[src/rtl/sad_row_accumulator.sv]
// sad_row_accumulator
// Folds compressor-tree row results (sum + carry vectors) into one SAD per
// block of ROWS rows. Stage 1 resolves sum + 2*carry, stage 2 accumulates
// with saturation at 2^OUT_W-1. The finished SAD is held until the consumer
// takes it.
// Optional feature: define SAD_MIN_TRACK_EN to track the minimum block SAD
// and the index of the block that produced it (ports min_sad/min_idx/min_clr).
module sad_row_accumulator #(
    parameter int W     = 12,
    parameter int ROWS  = 16,
    parameter int OUT_W = 20
) (
    input  logic             clk,
    input  logic             rst,
    input  logic             in_valid,
    output logic             in_ready,
    input  logic [W-1:0]     in_sum,
    input  logic [W-1:0]     in_carry,
    output logic             sad_valid,
    input  logic             sad_ready,
    output logic [OUT_W-1:0] sad_out,
    output logic             sad_ovf
`ifdef SAD_MIN_TRACK_EN
    ,
    output logic [OUT_W-1:0] min_sad,
    output logic [7:0]       min_idx,
    input  logic             min_clr
`endif
);

    localparam int CW = $clog2(ROWS);
    localparam int RW = W + 2;
    // One guard bit above the wider of accumulator and row value.
    localparam int SW = ((OUT_W > RW) ? OUT_W : RW) + 1;
    localparam logic [CW-1:0] LAST_ROW = CW'(ROWS - 1);
    localparam logic [SW-1:0] SAT_MAX  = SW'({OUT_W{1'b1}});

    typedef enum logic [1:0] {
        IDLE,
        ACC,
        FLUSH,
        HOLD
    } state_t;

    state_t          state, state_n;
    logic [CW-1:0]   row_cnt;
    logic            accept, last_row, done;

    logic            s1_valid, s1_first, s1_last;
    logic [RW-1:0]   s1_val;
    logic            s2_last;

    logic [OUT_W-1:0] acc;
    logic             ovf;
    logic [SW-1:0]    acc_base, sum_ext;
    logic             sum_sat;

    assign accept   = in_valid && in_ready;
    assign last_row = (row_cnt == LAST_ROW);
    assign done     = (state == HOLD) && sad_ready;

    // State register.
    always_ff @(posedge clk) begin
        // NOTE: sequential state uses non-blocking assignments so every
        // register samples pre-edge values regardless of block ordering.
        if (rst) state <= IDLE;
        else     state <= state_n;
    end

    // Next-state logic.
    always_comb begin
        // NOTE: default first so no path through the case leaves state_n
        // unassigned, which would infer a latch.
        state_n = state;
        case (state)
            IDLE:  if (accept) state_n = last_row ? FLUSH : ACC;
            ACC:   if (accept && last_row) state_n = FLUSH;
            FLUSH: if (s2_last) state_n = HOLD;
            HOLD:  if (sad_ready) state_n = IDLE;
            default: state_n = IDLE;
        endcase
    end

    // Handshake outputs decoded from state.
    always_comb begin
        in_ready  = (state == IDLE) || (state == ACC);
        sad_valid = (state == HOLD);
    end

    // Row counter: advances per accepted row, parks on the last row until the
    // result is taken, so it wraps only on block completion.
    always_ff @(posedge clk) begin
        if (rst)                       row_cnt <= '0;
        else if (done)                 row_cnt <= '0;
        else if (accept && !last_row)  row_cnt <= row_cnt + 1'b1;
    end

    // Stage 1: resolve the carry-save pair; carry sits one bit below its weight.
    always_ff @(posedge clk) begin
        if (rst) begin
            s1_valid <= 1'b0;
            s1_first <= 1'b0;
            s1_last  <= 1'b0;
            s1_val   <= '0;
        end else begin
            s1_valid <= accept;
            s1_first <= accept && (state == IDLE);
            s1_last  <= accept && last_row;
            if (accept) s1_val <= RW'(in_sum) + (RW'(in_carry) << 1);
        end
    end

    // Stage 2 adder: the first row of a block restarts from zero.
    always_comb begin
        acc_base = s1_first ? '0 : SW'(acc);
        sum_ext  = acc_base + SW'(s1_val);
        sum_sat  = (sum_ext > SAT_MAX);
    end

    // Stage 2 register: saturating accumulate, sticky overflow, cleared when
    // the held result is consumed.
    always_ff @(posedge clk) begin
        if (rst) begin
            acc     <= '0;
            ovf     <= 1'b0;
            s2_last <= 1'b0;
        end else begin
            s2_last <= s1_valid && s1_last;
            if (done) begin
                acc <= '0;
                ovf <= 1'b0;
            end else if (s1_valid) begin
                acc <= sum_sat ? {OUT_W{1'b1}} : sum_ext[OUT_W-1:0];
                ovf <= sum_sat || (ovf && !s1_first);
            end
        end
    end

    assign sad_out = acc;
    assign sad_ovf = ovf;

`ifdef SAD_MIN_TRACK_EN
    logic [7:0] blk_idx;

    // Block index: counts completed blocks, wraps naturally at 255.
    always_ff @(posedge clk) begin
        if (rst)       blk_idx <= '0;
        else if (done) blk_idx <= blk_idx + 1'b1;
    end

    // Minimum tracker: strict less-than keeps the earliest index on ties.
    always_ff @(posedge clk) begin
        if (rst || min_clr) begin
            min_sad <= '1;
            min_idx <= '0;
        end else if (done && (sad_out < min_sad)) begin
            min_sad <= sad_out;
            min_idx <= blk_idx;
        end
    end
`endif

endmodule
[config.mk]
export PLATFORM = sky130hd
export DESIGN_NAME = sad_row_accumulator
export DESIGN_NICKNAME = d
export VERILOG_FILES = /design/src/rtl/sad_row_accumulator.sv
export SDC_FILE = /design/constraint.sdc
export NUM_CORES = 1
export LEC_CHECK = 0
export BUFFER_PORTS_ARGS = -buffer_cell sky130_fd_sc_hd__buf_2
export CAP_MARGIN = 20
export CORE_MARGIN = 10
export CORE_UTILIZATION = 45
export DETAILED_ROUTE_END_ITERATION = 16
export PLACE_DENSITY = 0.69
export SYNTH_ARGS = -nofsm -noshare
export SYNTH_HDL_FRONTEND = slang
export SYNTH_SLANG_ARGS = --single-unit
[constraint.sdc]
create_clock -name clk -period 4.85 [get_ports clk]
set_input_delay 0.485 -clock clk [delete_from_list [all_inputs] [get_ports clk]]
set_output_delay 0.485 -clock clk [all_outputs]
set_load 0.02 [all_outputs]
==> results of run 1 <==
==> path summary, 6_finish.rpt <==
kind                       startpoint                  endpoint  slack, ns
setup reg to reg  s1_first$_SDFF_PP0_  sad_out[14]$_SDFFE_PP0P_       1.67
hold / removal              in_sum[0]    s1_val[0]$_SDFFE_PP0P_       0.43
hold reg to reg    s1_last$_SDFF_PP0_        s2_last$_SDFF_PP0_       0.43
setup / recovery  s1_first$_SDFF_PP0_  sad_out[14]$_SDFFE_PP0P_       1.67
==> cells in the final DEF, fill, tap and decap left out, types with 3 or more instances in the layout <==
cell type                  count
sky130_fd_sc_hd__clkbuf_8      5
sky130_fd_sc_hd__buf_2        50
sky130_fd_sc_hd__nand3_1       4
sky130_fd_sc_hd__nand2_1      34
sky130_fd_sc_hd__xor2_1        7
sky130_fd_sc_hd__o21a_1        6
sky130_fd_sc_hd__a311oi_1      3
sky130_fd_sc_hd__nor2_1       20
sky130_fd_sc_hd__a211oi_1      7
sky130_fd_sc_hd__xnor2_1      12
sky130_fd_sc_hd__a21oi_1      31
sky130_fd_sc_hd__a21o_1        7
sky130_fd_sc_hd__ha_1         30
sky130_fd_sc_hd__dfxtp_1      45
sky130_fd_sc_hd__nor3_1       10
sky130_fd_sc_hd__nor2b_1      18
sky130_fd_sc_hd__inv_1        18
sky130_fd_sc_hd__nand2b_1      6
sky130_fd_sc_hd__o211ai_1      7
sky130_fd_sc_hd__o21ai_0      25
sky130_fd_sc_hd__nand3b_1      4
sky130_fd_sc_hd__a21oi_2       9
sky130_fd_sc_hd__and3_1        3
==> state kept, by name, summed over array words and instances (netlist names) <==
name and flops:
sad_ovf 1, sad_out 20, s1_valid 1, state 2, s1_last 1, s1_first 1, s1_val 14, s2_last 1
row_cnt 4
==> stage by stage <==
stage                     power (uW)  utilization  hold slack [ns]  cell area, sq um
after floorplan                  969            -            0.404              3100
after global placement          1090        0.504            0.416              3400
after detailed placement        1110        0.504            0.417              3400
after CTS                       1340        0.516            0.423              3490
after global routing            1430        0.516            0.426              3490
final                           1320        0.516            0.432              3490
==> worst max-delay path: stages, from the launching register on <==
cell and delay, ns:
sky130_fd_sc_hd__dfxtp_1 0.56, sky130_fd_sc_hd__nor2b_1 0.22, sky130_fd_sc_hd__ha_1 0.20, sky130_fd_sc_hd__inv_1 0.06, sky130_fd_sc_hd__fa_1 0.44, sky130_fd_sc_hd__nor2b_4 0.15
sky130_fd_sc_hd__o2111ai_2 0.13, sky130_fd_sc_hd__nand3_2 0.13, sky130_fd_sc_hd__a31oi_4 0.11, sky130_fd_sc_hd__a221oi_2 0.50, sky130_fd_sc_hd__mux2_2 0.39, sky130_fd_sc_hd__a211oi_1 0.21
==> routing by layer <==
| metal | track usage | vias to the layer above | wire, um |
|---|---|---|---|
| li1 | - | 1409 | - |
| met1 | 0.183 | 1205 | 3590 |
| met2 | 0.210 | 72 | 2950 |
| met3 | 0.0335 | 12 | 357 |
| met4 | 0.0610 | 0 | 137 |
| met5 | 0 | - | 0 |
==> cell usage after synthesis, types with 8 or more instances <==
library cell,instances
sky130_fd_sc_hd__a21oi_1,31
sky130_fd_sc_hd__a21oi_2,9
sky130_fd_sc_hd__clkbuf_1,8
sky130_fd_sc_hd__dfxtp_1,45
sky130_fd_sc_hd__ha_1,30
sky130_fd_sc_hd__inv_1,18
sky130_fd_sc_hd__nand2_1,34
sky130_fd_sc_hd__nor2_1,20
sky130_fd_sc_hd__nor2b_1,18
sky130_fd_sc_hd__nor3_1,10
sky130_fd_sc_hd__o21ai_0,25
sky130_fd_sc_hd__xnor2_1,12
==> cells by family (layout without fill, tap and decap cells) <==
logic type | Yosys count | count (layout)
buffers and inverters | 30 | 78
DFF | 45 | 45
muxes | 3 | 3
adders and majority gates | 32 | 32
xor gates and xnor gates | 19 | 19
and+or+nand+nor | 114 | 114
AOI/OAI and AO/OA | 121 | 121
==> final cells by class <==
| class | instances | area share |
|---|---|---|
| flip-flops and latches | 45 | 0.258 |
| well taps | 80 | 0.0287 |
| inverters | 18 | 0.0194 |
| clock buffers | 6 | 0.0208 |
| multi-input cells | 289 | 0.594 |
| repair buffers | 52 | 0.0761 |
| clock inverters | 2 | 0.00287 |
==> power groups by stage <==
stage               Combinational [uW]  Clock [uW]  Sequential [uW]
detailed placement                 599           0              506
global route                       672         248              511
finish                             597         228              499
CTS                                602         236              498
global placement                   588           0              505
floorplan                          460           0              509
==> impl_summary.log, run 1 <==
[metrics] clock tree from TritonCTS: done
[metrics] pwr/cell area: 379 mW/mm^2
[metrics] post-synthesis compound-gate area fraction: 0.280
[metrics] Max Slew Vio Count: 0
[metrics] main combinational cell family by area after synthesis: compound AO/OA/AOI/OAI gates
[metrics] share of synthesized cell area in full adder, half adder and majority cells: 0.134
[metrics] combinational share of power: 0.451
[metrics] sequential fraction of the synthesis area: 0.291
[metrics] post-route antenna net violation count: 0
[metrics] mean post-synth cell area: 8.52 sq um
[metrics] worst min path class: in -> reg
[metrics] Switching Power: 548 uW
[metrics] worst slew pin tran: 0.750 ns
[metrics] DRC violation count after routing: 0
[metrics] unrepaired setup endpoints after global routing: no
[metrics] Net count, final: 471
[metrics] vertical extent of the die: 103 um
[metrics] worst vdd ir: 0.136 mV
[metrics] run status: complete, no violations
[metrics] number of warning messages in the yosys log: 0
[metrics] cell count after synthesis: 364
[metrics] Multi-input gate area: 0.00207 sq mm
[metrics] EDFF count, synth: 0
[metrics] required arrival time at the worst endpoint: 5.07 ns
[metrics] Area Overhead vs Synth: 12.5%
[metrics] CTS sink count: 45
[metrics] worst clock skew: 0.00679 ns
[metrics] WL/cell: 14.3 um
[metrics] Max-cap violations: 0
[metrics] Post-CTS Setup Inserts: 0
[metrics] Floorplan Core Area: 0.00676 sq mm
[metrics] Reg clk slew, reported paths: 0.08 ns
[metrics] global-route wire length before repair: 12200 um
[metrics] Clock H-tree levels: 2
[metrics] most instantiated flip-flop cell in the synthesis netlist: sky130_fd_sc_hd__dfxtp_1
[metrics] worst-path maximum fanout: 22
[metrics] relative contribution of the clock network to total power: 0.172
[metrics] via/cell ratio: 5.48
[metrics] setup slack after layout: 1.67 ns
[metrics] all-layer global routing usage: 0.139
[metrics] max frequency: 0.315 GHz
[metrics] proportion of synthesized area in mux cells: 0.0101
[metrics] layout cell share with drive strength beyond 1: 0.206
[metrics] detailed-route via count: 2698
[metrics] TritonCTS buffer count: 5
[metrics] area leader, netlist: sky130_fd_sc_hd__dfxtp_1
[metrics] via count of the first global-routing pass: 2712
[metrics] Fin Setup TNS: 0 ns
[metrics] sw frac: 0.414
[metrics] Critical Setup Path Class: reg -> reg
[metrics] netlist area before placement: 0.00310 sq mm
[metrics] Detailed Route WL: 7040 um
[metrics] top area cells in the synthesized netlist: sky130_fd_sc_hd__dfxtp_1, sky130_fd_sc_hd__ha_1, sky130_fd_sc_hd__a21oi_1
[metrics] leakage power summed over all cells: 0.00150 uW
[metrics] final HPWL from detailed placement: 5460 um
[metrics] maximum number of pins on one net before global-route repair: 25
[metrics] kind of launch point of the worst setup path: flop
[metrics] sum of overflow across all layers after global routing: 0
[metrics] initial core utilization: 0.459
[metrics] fraction of synthesized cell area in xor and xnor cells: 0.0537
[metrics] total placed cells including tap cells: 484
[metrics] internal cell power: 775 uW
[metrics] count of filler cells inserted in the layout: 656
[metrics] Post-Layout Cell Count: 492
[metrics] category of the worst setup path capture point: flop
[metrics] Max Buffers Root-to-Sink: 2
[metrics] data arrival time at the worst-slack endpoint: 3.40 ns
[metrics] Die Outline Area: 0.0106 sq mm
[metrics] num ports: 51
[metrics] Chip Width: 103 um
[metrics] Post-Place Worst Slack: 1.68 ns
[metrics] final clock period utilization by the worst path: 0.655
[metrics] number of antenna violations at the first check in global routing: 0
[metrics] fraction of power consumed by sequential logic: 0.377
[metrics] number of cells on the worst reg-to-reg path: 11
[metrics] total count of hold-check failures in the final report: 0
[metrics] Cells on Worst Hold Path: 3
[metrics] relative max-transition margin: 0.499
[metrics] post-synthesis sequential element count: 45
[metrics] DRT Pass-1 Iters: 4
[metrics] Period minus WS final: 3.18 ns
[metrics] count of final setup violators: 0
[metrics] antenna diode count: 0
[metrics] total nets after synthesis: 424
[metrics] ys async rst share: 0
[metrics] DR iter-0 viols: 72
[metrics] clock tree root driver cell: sky130_fd_sc_hd__clkbuf_8
[metrics] clock latency reported for the late side of the worst-skew pair: 0.30 ns
[metrics] post-CTS resize count: 0
[metrics] Seq. cell area: 901 sq um
[metrics] share of synthesized cell area in and, or, nand and nor gates: 0.190
[metrics] fraction of post-synthesis cell area in the top cell type by area: 0.291
[metrics] quantity of I/O buffers inserted on ports: 50
[metrics] floorplan row count: 30
[metrics] Routability Congestion: 0.835
[metrics] hold-fix buffer count after cts: 0
[metrics] unique cell type count in the Yosys netlist: 58
No activity file was read; power rests on OpenSTA's default activity.
==> run 2: changes to the inputs <==
--- a/config.mk
+++ b/config.mk
@@ -10,7 +10,7 @@
 export CORE_MARGIN = 10
 export CORE_UTILIZATION = 45
 export DETAILED_ROUTE_END_ITERATION = 16
-export PLACE_DENSITY = 0.69
+export PLACE_DENSITY = 0.72
 export SYNTH_ARGS = -nofsm -noshare
 export SYNTH_HDL_FRONTEND = slang
 export SYNTH_SLANG_ARGS = --single-unit
==> constraint.sdc (replaced) <==
create_clock -name clk -period 2.9 [get_ports clk]
set_input_delay 0.29 -clock clk [delete_from_list [all_inputs] [get_ports clk]]
set_output_delay 0.29 -clock clk [all_outputs]
set_load 0.02 [all_outputs]
==> run 2 against run 1 <==
Compared with the run above:
- global-route usage up 0.14 points
- core utilization grew 0.83 points
- via count up 1.1%
==> impl_summary.log, run 2 (synthesized netlist as in run 1, its figures left out) <==
[metrics] run status: complete, no violations
[metrics] met3 routing resource usage after global routing: 0.0382 (+0.00469)
[metrics] antenna diode count: 0 (unchanged)
[metrics] detailed-route via count: 2727 (+1.1%)
[metrics] leading cell type in the layout, fill and taps excluded: sky130_fd_sc_hd__buf_2
[metrics] total count of hold-check failures in the final report: 0 (unchanged)
[metrics] Clock H-tree levels: 2 (unchanged)
[metrics] final HPWL from detailed placement: 5650 um (+3.5%)
[metrics] via/cell ratio: 5.51 (+0.46%)
[metrics] relative max-transition margin: 0.532 (+0.0324)
[metrics] TritonCTS buffer count: 5 (unchanged)
[metrics] Net count, final: 474 (+0.64%)
[metrics] Fin Setup TNS: 0 ns (unchanged)
[metrics] final clock period utilization by the worst path: 0.928 (+0.272)
[metrics] worst clock skew: 0.00689 ns (+0.000104 ns)
[metrics] DR iter-0 viols: 121 (+68%)
[metrics] quantity of I/O buffers inserted on ports: 50 (unchanged)
[metrics] DRT Pass-1 Iters: 4 (unchanged)
[metrics] initial core utilization: 0.459 (unchanged)
[metrics] Period minus WS final: 2.69 ns (-0.488 ns)
[metrics] clock latency reported for the late side of the worst-skew pair: 0.30 ns (about the same)
[metrics] met1 GRT Util: 0.184 (+0.000257)
[metrics] Reg clk slew, reported paths: 0.08 ns (about the same)
[metrics] met2 Use GR: 0.217 (+0.00731)
[metrics] vertical extent of the die: 103 um (unchanged)
[metrics] total placed cells including tap cells: 487 (+0.62%)
[metrics] floorplan row count: 30 (unchanged)
[metrics] Floorplan Core Area: 0.00676 sq mm (unchanged)
[metrics] unrepaired setup endpoints after global routing: no
[metrics] layout cell share with drive strength beyond 1: 0.219 (+0.0130)
[metrics] Chip Width: 103 um (unchanged)
[metrics] worst slew pin tran: 0.703 ns (-0.0476 ns)
[metrics] leakage power summed over all cells: 0.00153 uW (+2.5%)
[metrics] WL/cell: 14.5 um (+1.2%)
[metrics] pwr/cell area: 643 mW/mm^2 (+70%)
[metrics] global-route wire length before repair: 12300 um (+0.79%)
[metrics] max frequency: 0.372 GHz (+18%)
[metrics] maximum number of pins on one net before global-route repair: 25 (unchanged)
[metrics] Critical Setup Path Class: reg -> reg
[metrics] Area Overhead vs Synth: 14.3%
[metrics] layer carrying the most global-route usage: met2
[metrics] clock tree from TritonCTS: done
[metrics] Die Outline Area: 0.0106 sq mm (unchanged)
[metrics] Largest register FFs: 20 (unchanged)
[metrics] Routability Congestion: 0.916 (+9.7%)
[metrics] category of the worst setup path capture point: flop
[metrics] worst min path class: in -> reg
[metrics] num ports: 51 (unchanged)
[metrics] Post-Layout Cell Count: 495 (+0.61%)
[metrics] via count of the first global-routing pass: 2713 (+0.037%)
[metrics] required arrival time at the worst endpoint: 3.12 ns (-1.95 ns)
[metrics] Max Buffers Root-to-Sink: 2 (unchanged)
[metrics] Max Slew Vio Count: 0 (unchanged)
[metrics] sum of overflow across all layers after global routing: 0 (unchanged)
[metrics] kind of launch point of the worst setup path: flop
[metrics] count of final setup violators: 0 (unchanged)
[metrics] number of antenna violations at the first check in global routing: 0 (unchanged)
[metrics] Max-cap violations: 0 (unchanged)
[metrics] worst vdd ir: 0.238 mV (+75%)
[metrics] most frequent cells in the layout: sky130_fd_sc_hd__buf_2, sky130_fd_sc_hd__dfxtp_1, sky130_fd_sc_hd__nand2_1
[metrics] Core Util, Final: 0.524 (+0.00833)
[metrics] all-layer global routing usage: 0.141 (+0.00142)
[metrics] worst-path maximum fanout: 14 (-36%)
[metrics] CTS sink count: 45 (unchanged)
[metrics] data arrival time at the worst-slack endpoint: 2.91 ns (-0.49 ns)
[metrics] Detailed Route WL: 7170 um (+1.8%)
[metrics] post-route antenna net violation count: 0 (unchanged)
[metrics] DRC violation count after routing: 0 (unchanged)
[metrics] clock tree root driver cell: sky130_fd_sc_hd__clkbuf_8
run 2: cell count changes in the layout (fill, tap and decap cells not counted), sizes merged:
cell / change
buf: +3
clkinv: -1
clkbuf: +1
run 2: path summary, 6_finish.rpt:
| kind | end | start | slack, ns | cells after the start |
|---|---|---|---|---|
| setup / recovery | sad_out[16]$_SDFFE_PP0P_ | s1_first$_SDFF_PP0_ | 0.21 | 11 |
| hold / removal | s1_val[0]$_SDFFE_PP0P_ | in_sum[0] | 0.23 | 3 |
| setup reg to reg | sad_out[16]$_SDFFE_PP0P_ | s1_first$_SDFF_PP0_ | 0.21 | 11 |
| hold reg to reg | s2_last$_SDFF_PP0_ | s1_last$_SDFF_PP0_ | 0.43 | 2 |
run 2: cell type report:
type	instances	area (sq um)
fill	657	3210
multi-input combinational	289	2080
sequential	45	902
timing repair buffer	55	288
tap	80	100
clock buffer	7	96.3
inverter	18	67.6
clock inverter	1	5.00
run 2: per-layer routing:
| layer | part of all wire | vias up | wire [um] |
|---|---|---|---|
| met3 | 0.063 | 8 | 450 |
| li1 | - | 1416 | - |
| met2 | 0.43 | 66 | 3090 |
| met5 | 0 | - | 0 |
| met1 | 0.49 | 1237 | 3540 |
| met4 | 0.013 | 0 | 95 |
run 2: stage by stage:
stage / area [sq um] / power [uW] / hold WS, ns / worst slack (ns)
after floorplan: 3120 / 1630 / 0.386 / 0.0580
after global placement: 3440 / 1840 / 0.411 / 0.233
after detailed placement: 3440 / 1860 / 0.420 / 0.151
after CTS: 3540 / 2300 / 0.222 / 0.115
after global routing: 3540 / 2460 / 0.239 / 0.0312
final: 3540 / 2280 / 0.235 / 0.210
run 2: worst max-delay path, cell delays in order (launching register included):
cell,delay [ns]
sky130_fd_sc_hd__dfxtp_2,0.40
sky130_fd_sc_hd__nor2b_1,0.15
sky130_fd_sc_hd__ha_1,0.20
sky130_fd_sc_hd__inv_1,0.07
sky130_fd_sc_hd__fa_2,0.38
sky130_fd_sc_hd__nor2b_4,0.13
sky130_fd_sc_hd__o2111ai_2,0.13
sky130_fd_sc_hd__nand3_2,0.12
sky130_fd_sc_hd__a31oi_4,0.12
sky130_fd_sc_hd__a221o_2,0.40
sky130_fd_sc_hd__o21a_4,0.32
sky130_fd_sc_hd__a211oi_2,0.19
run 2: power by group:
part | internal [uW] | leakage, uW | switching [uW]
registers | 730 | 0.000368 | 97.9
clock network | 215 | 0.0000542 | 208
logic | 407 | 0.00111 | 621
total | 1350 | 0.00153 | 927
run 2: timing repair:
| action | 4_1_cts | 5_1_grt |
|---|---|---|
| hold buffers | 0 | 0 |
| setup endpoints to repair | 0 | 8 |
| buffers inserted | 0 | 0 |
| resized for setup | 0 | 1 |
==> run 3: changes to the inputs <==
--- a/config.mk
+++ b/config.mk
@@ -5,12 +5,13 @@
 export SDC_FILE = /design/constraint.sdc
 export NUM_CORES = 1
 export LEC_CHECK = 0
-export BUFFER_PORTS_ARGS = -buffer_cell sky130_fd_sc_hd__buf_2
 export CAP_MARGIN = 20
 export CORE_MARGIN = 10
 export CORE_UTILIZATION = 45
+export CTS_CLUSTER_SIZE = 25
 export DETAILED_ROUTE_END_ITERATION = 16
-export PLACE_DENSITY = 0.72
+export DONT_BUFFER_PORTS = 1
+export PLACE_DENSITY = 0.65
 export SYNTH_ARGS = -nofsm -noshare
 export SYNTH_HDL_FRONTEND = slang
 export SYNTH_SLANG_ARGS = --single-unit
==> run 3 against run 2 <==
Compared with the run above:
- flip-flop and latch count did not move
- largest power group unchanged
- critical endpoint unchanged
- routed wire length rose by 0.53%
- sequential power rose by 3.4%
- maximum frequency rose by 2.0%
- critical path type unchanged
- non-clock buffer count fell by 45
- register-to-register slack improved by 0.05 ns
- count of clock-buffer cells in the layout fell by 1
- critical path depth did not move
- clock power fell by 9.9%
- global-route usage rose by 0.31 points
==> impl_summary.log, run 3 (synthesized netlist as in run 1, its figures left out) <==
[metrics] DRC violation count after routing: 0 (unchanged)
[metrics] Cells on Worst Hold Path: 1 (-2)
[metrics] Max Slew Vio Count: 0 (unchanged)
[metrics] DRT Pass-1 Iters: 4 (unchanged)
[metrics] Area Overhead vs Synth: 6.74%
[metrics] relative max-transition margin: 0.577 (+0.0450)
[metrics] floorplan row count: 30 (unchanged)
[metrics] worst-path maximum fanout: 14 (unchanged)
[metrics] vertical extent of the die: 103 um (unchanged)
[metrics] post-CTS resize count: 0 (unchanged)
[metrics] Post-Layout Cell Count: 449 (-9.3%)
[metrics] global-route wire length before repair: 12400 um (+0.96%)
[metrics] leading cell type in the layout, fill and taps excluded: sky130_fd_sc_hd__dfxtp_1
[metrics] final HPWL from detailed placement: 5640 um (-0.25%)
[metrics] clock tree from TritonCTS: done
[metrics] family with the most delay on the worst path: compound AO/OA/AOI/OAI gates
[metrics] WL/cell: 16.1 um (+11%)
[metrics] run status: complete, no violations
[metrics] leakage power summed over all cells: 0.00132 uW (-14%)
[metrics] num ports: 51 (unchanged)
[metrics] category of the worst setup path capture point: flop
[metrics] Largest register FFs: 20 (unchanged)
[metrics] post-route antenna net violation count: 0 (unchanged)
[metrics] logic depth of the worst path, buffers included: 11 (unchanged)
[metrics] total count of hold-check failures in the final report: 0 (unchanged)
[metrics] biggest cell delay along the critical path: 0.40 ns (about the same)
[metrics] count of final setup violators: 0 (unchanged)
[metrics] Fin Setup TNS: 0 ns (unchanged)
[metrics] detailed-route via count: 2574 (-5.6%)
[metrics] fraction of power consumed by sequential logic: 0.391 (+0.028)
[metrics] worst min path class: in -> reg
[metrics] Switching Power: 917 uW (-1.1%)
[metrics] total placed cells including tap cells: 442 (-9.2%)
[metrics] Die Outline Area: 0.0106 sq mm (unchanged)
[metrics] DR iter-0 viols: 89 (-26%)
[metrics] maximum number of pins on one net before global-route repair: 25 (unchanged)
[metrics] all-layer global routing usage: 0.144 (+0.00313)
[metrics] Chip Width: 103 um (unchanged)
[metrics] buffer and inverter count on the worst path: 1 (unchanged)
[metrics] via count of the first global-routing pass: 2699 (-0.52%)
[metrics] Critical Setup Path Class: reg -> reg
[metrics] TritonCTS buffer count: 5 (unchanged)
[metrics] number of cells on the worst reg-to-reg path: 11 (unchanged)
[metrics] initial core utilization: 0.459 (unchanged)
[metrics] Detailed Route WL: 7210 um (+0.53%)
[metrics] Post-CTS Setup Inserts: 0 (unchanged)
[metrics] unrepaired setup endpoints after global routing: no
[metrics] number of antenna violations at the first check in global routing: 0 (unchanged)
[metrics] Reg clk slew, reported paths: 0.09 ns (about the same)
[metrics] required arrival time at the worst endpoint: 3.12 ns (about the same)
[metrics] data arrival time at the worst-slack endpoint: 2.86 ns (-0.05 ns)
[metrics] Net count, final: 429 (-9.5%)
[metrics] worst vdd ir: 0.235 mV (-0.99%)
[metrics] Period minus WS final: 2.64 ns (-0.0535 ns)
[metrics] hold-fix buffer count after cts: 0 (unchanged)
[metrics] worst clock skew: 0.00823 ns (+0.00134 ns)
[metrics] CTS sink count: 45 (unchanged)
[metrics] Routability Congestion: 0.805 (-12%)
[metrics] internal cell power: 1270 uW (-5.8%)
[metrics] worst slew pin tran: 0.635 ns (-0.0676 ns)
[metrics] Max-cap violations: 0 (unchanged)
[metrics] final clock period utilization by the worst path: 0.909 (-0.0184)
[metrics] clock tree root driver cell: sky130_fd_sc_hd__clkbuf_8
[metrics] clock latency reported for the late side of the worst-skew pair: 0.30 ns (about the same)
[metrics] via/cell ratio: 5.73 (+4.1%)
[metrics] worst-case hold slack: 0.0437 ns (-0.191 ns)
[metrics] pwr/cell area: 662 mW/mm^2 (+2.9%)
[metrics] max frequency: 0.379 GHz (+2.0%)
[metrics] Max Buffers Root-to-Sink: 2 (unchanged)
[metrics] layout cell share with drive strength beyond 1: 0.117 (-0.103)
[metrics] Clock H-tree levels: 2 (unchanged)
[metrics] antenna diode count: 0 (unchanged)
[metrics] most frequent cells in the layout: sky130_fd_sc_hd__dfxtp_1, sky130_fd_sc_hd__nand2_1, sky130_fd_sc_hd__a21oi_1
[metrics] crit-path cells: nor2b_1 > ha_1 > inv_1 > fa_2 > nor2b_4 > o2111ai_2 > nand3_2 > a31oi_4 > a221o_2 > o21a_4 > a211oi_2
[metrics] kind of launch point of the worst setup path: flop
[metrics] quantity of I/O buffers inserted on ports: 0 (-100%)
[metrics] sum of overflow across all layers after global routing: 0 (unchanged)
[metrics] Max stage delay cell, worst path: sky130_fd_sc_hd__a221o_2
[metrics] sw frac: 0.419 (+0.0119)
[metrics] relative contribution of the clock network to total power: 0.174 (-0.012)
[metrics] count of filler cells inserted in the layout: 687 (+4.6%)
[metrics] combinational share of power: 0.435 (-0.016)
[metrics] Floorplan Core Area: 0.00676 sq mm (unchanged)
## run 3: changes by cell type in the layout (fill, tap and decap cells not counted)
cell,delta
sky130_fd_sc_hd__dfxtp_1,+1
sky130_fd_sc_hd__dfxtp_2,-1
sky130_fd_sc_hd__buf_4,+5
sky130_fd_sc_hd__clkbuf_1,+1
sky130_fd_sc_hd__clkinv_4,+1
sky130_fd_sc_hd__buf_2,-50
sky130_fd_sc_hd__clkbuf_8,-2
sky130_fd_sc_hd__clkinv_2,-1
## run 3: final timing paths
| kind | startpoint | to | slack, ns |
|---|---|---|---|
| worst max-delay path | sad_out[0]$_SDFFE_PP0P_ | sad_out[16]$_SDFFE_PP0P_ | 0.26 |
| worst min-delay path | rst | s1_val[3]$_SDFFE_PP0P_ | 0.04 |
| worst max register to register | sad_out[0]$_SDFFE_PP0P_ | sad_out[16]$_SDFFE_PP0P_ | 0.26 |
| worst min register to register | s1_last$_SDFF_PP0_ | s2_last$_SDFF_PP0_ | 0.42 |
## run 3: layout make-up
cell class / count / area, sq um / share of cell area
multi-input cells: 289 / 2080 / 0.630
clock inverters: 1 / 8.76 / 0.00265
clock buffers: 6 / 72.6 / 0.0219
flip-flops and latches: 45 / 901 / 0.272
repair buffers: 10 / 75.1 / 0.0227
inverters: 18 / 67.6 / 0.0204
well taps: 80 / 100 / 0.0302
## run 3: routing by layer
layer | global-route usage | part of all wire | vias to the layer above
met2 | 0.226 | 0.43 | 73
met5 | 0 | 0 | -
met4 | 0.0513 | 0.017 | 0
li1 | - | - | 1328
met1 | 0.175 | 0.47 | 1161
met3 | 0.0543 | 0.085 | 12
## run 3: power groups by stage
stage / clock [uW] / combinational, uW / sequential, uW
2_1_floorplan: 0 / 778 / 851
3_3_place_gp: 0 / 934 / 870
3_5_place_dp: 0 / 945 / 871
4_1_cts: 393 / 955 / 858
5_1_grt: 417 / 1080 / 873
6_report: 381 / 954 / 856
## run 3: through the flow
stage	setup slack (ns)	area, sq um	total power [uW]	utilization
after floorplan	0.0580	3120	1630	-
after global placement	0.355	3230	1800	0.478
after detailed placement	0.308	3230	1820	0.478
after CTS	0.258	3310	2210	0.490
after global routing	0.106	3310	2370	0.490
final	0.263	3310	2190	0.490
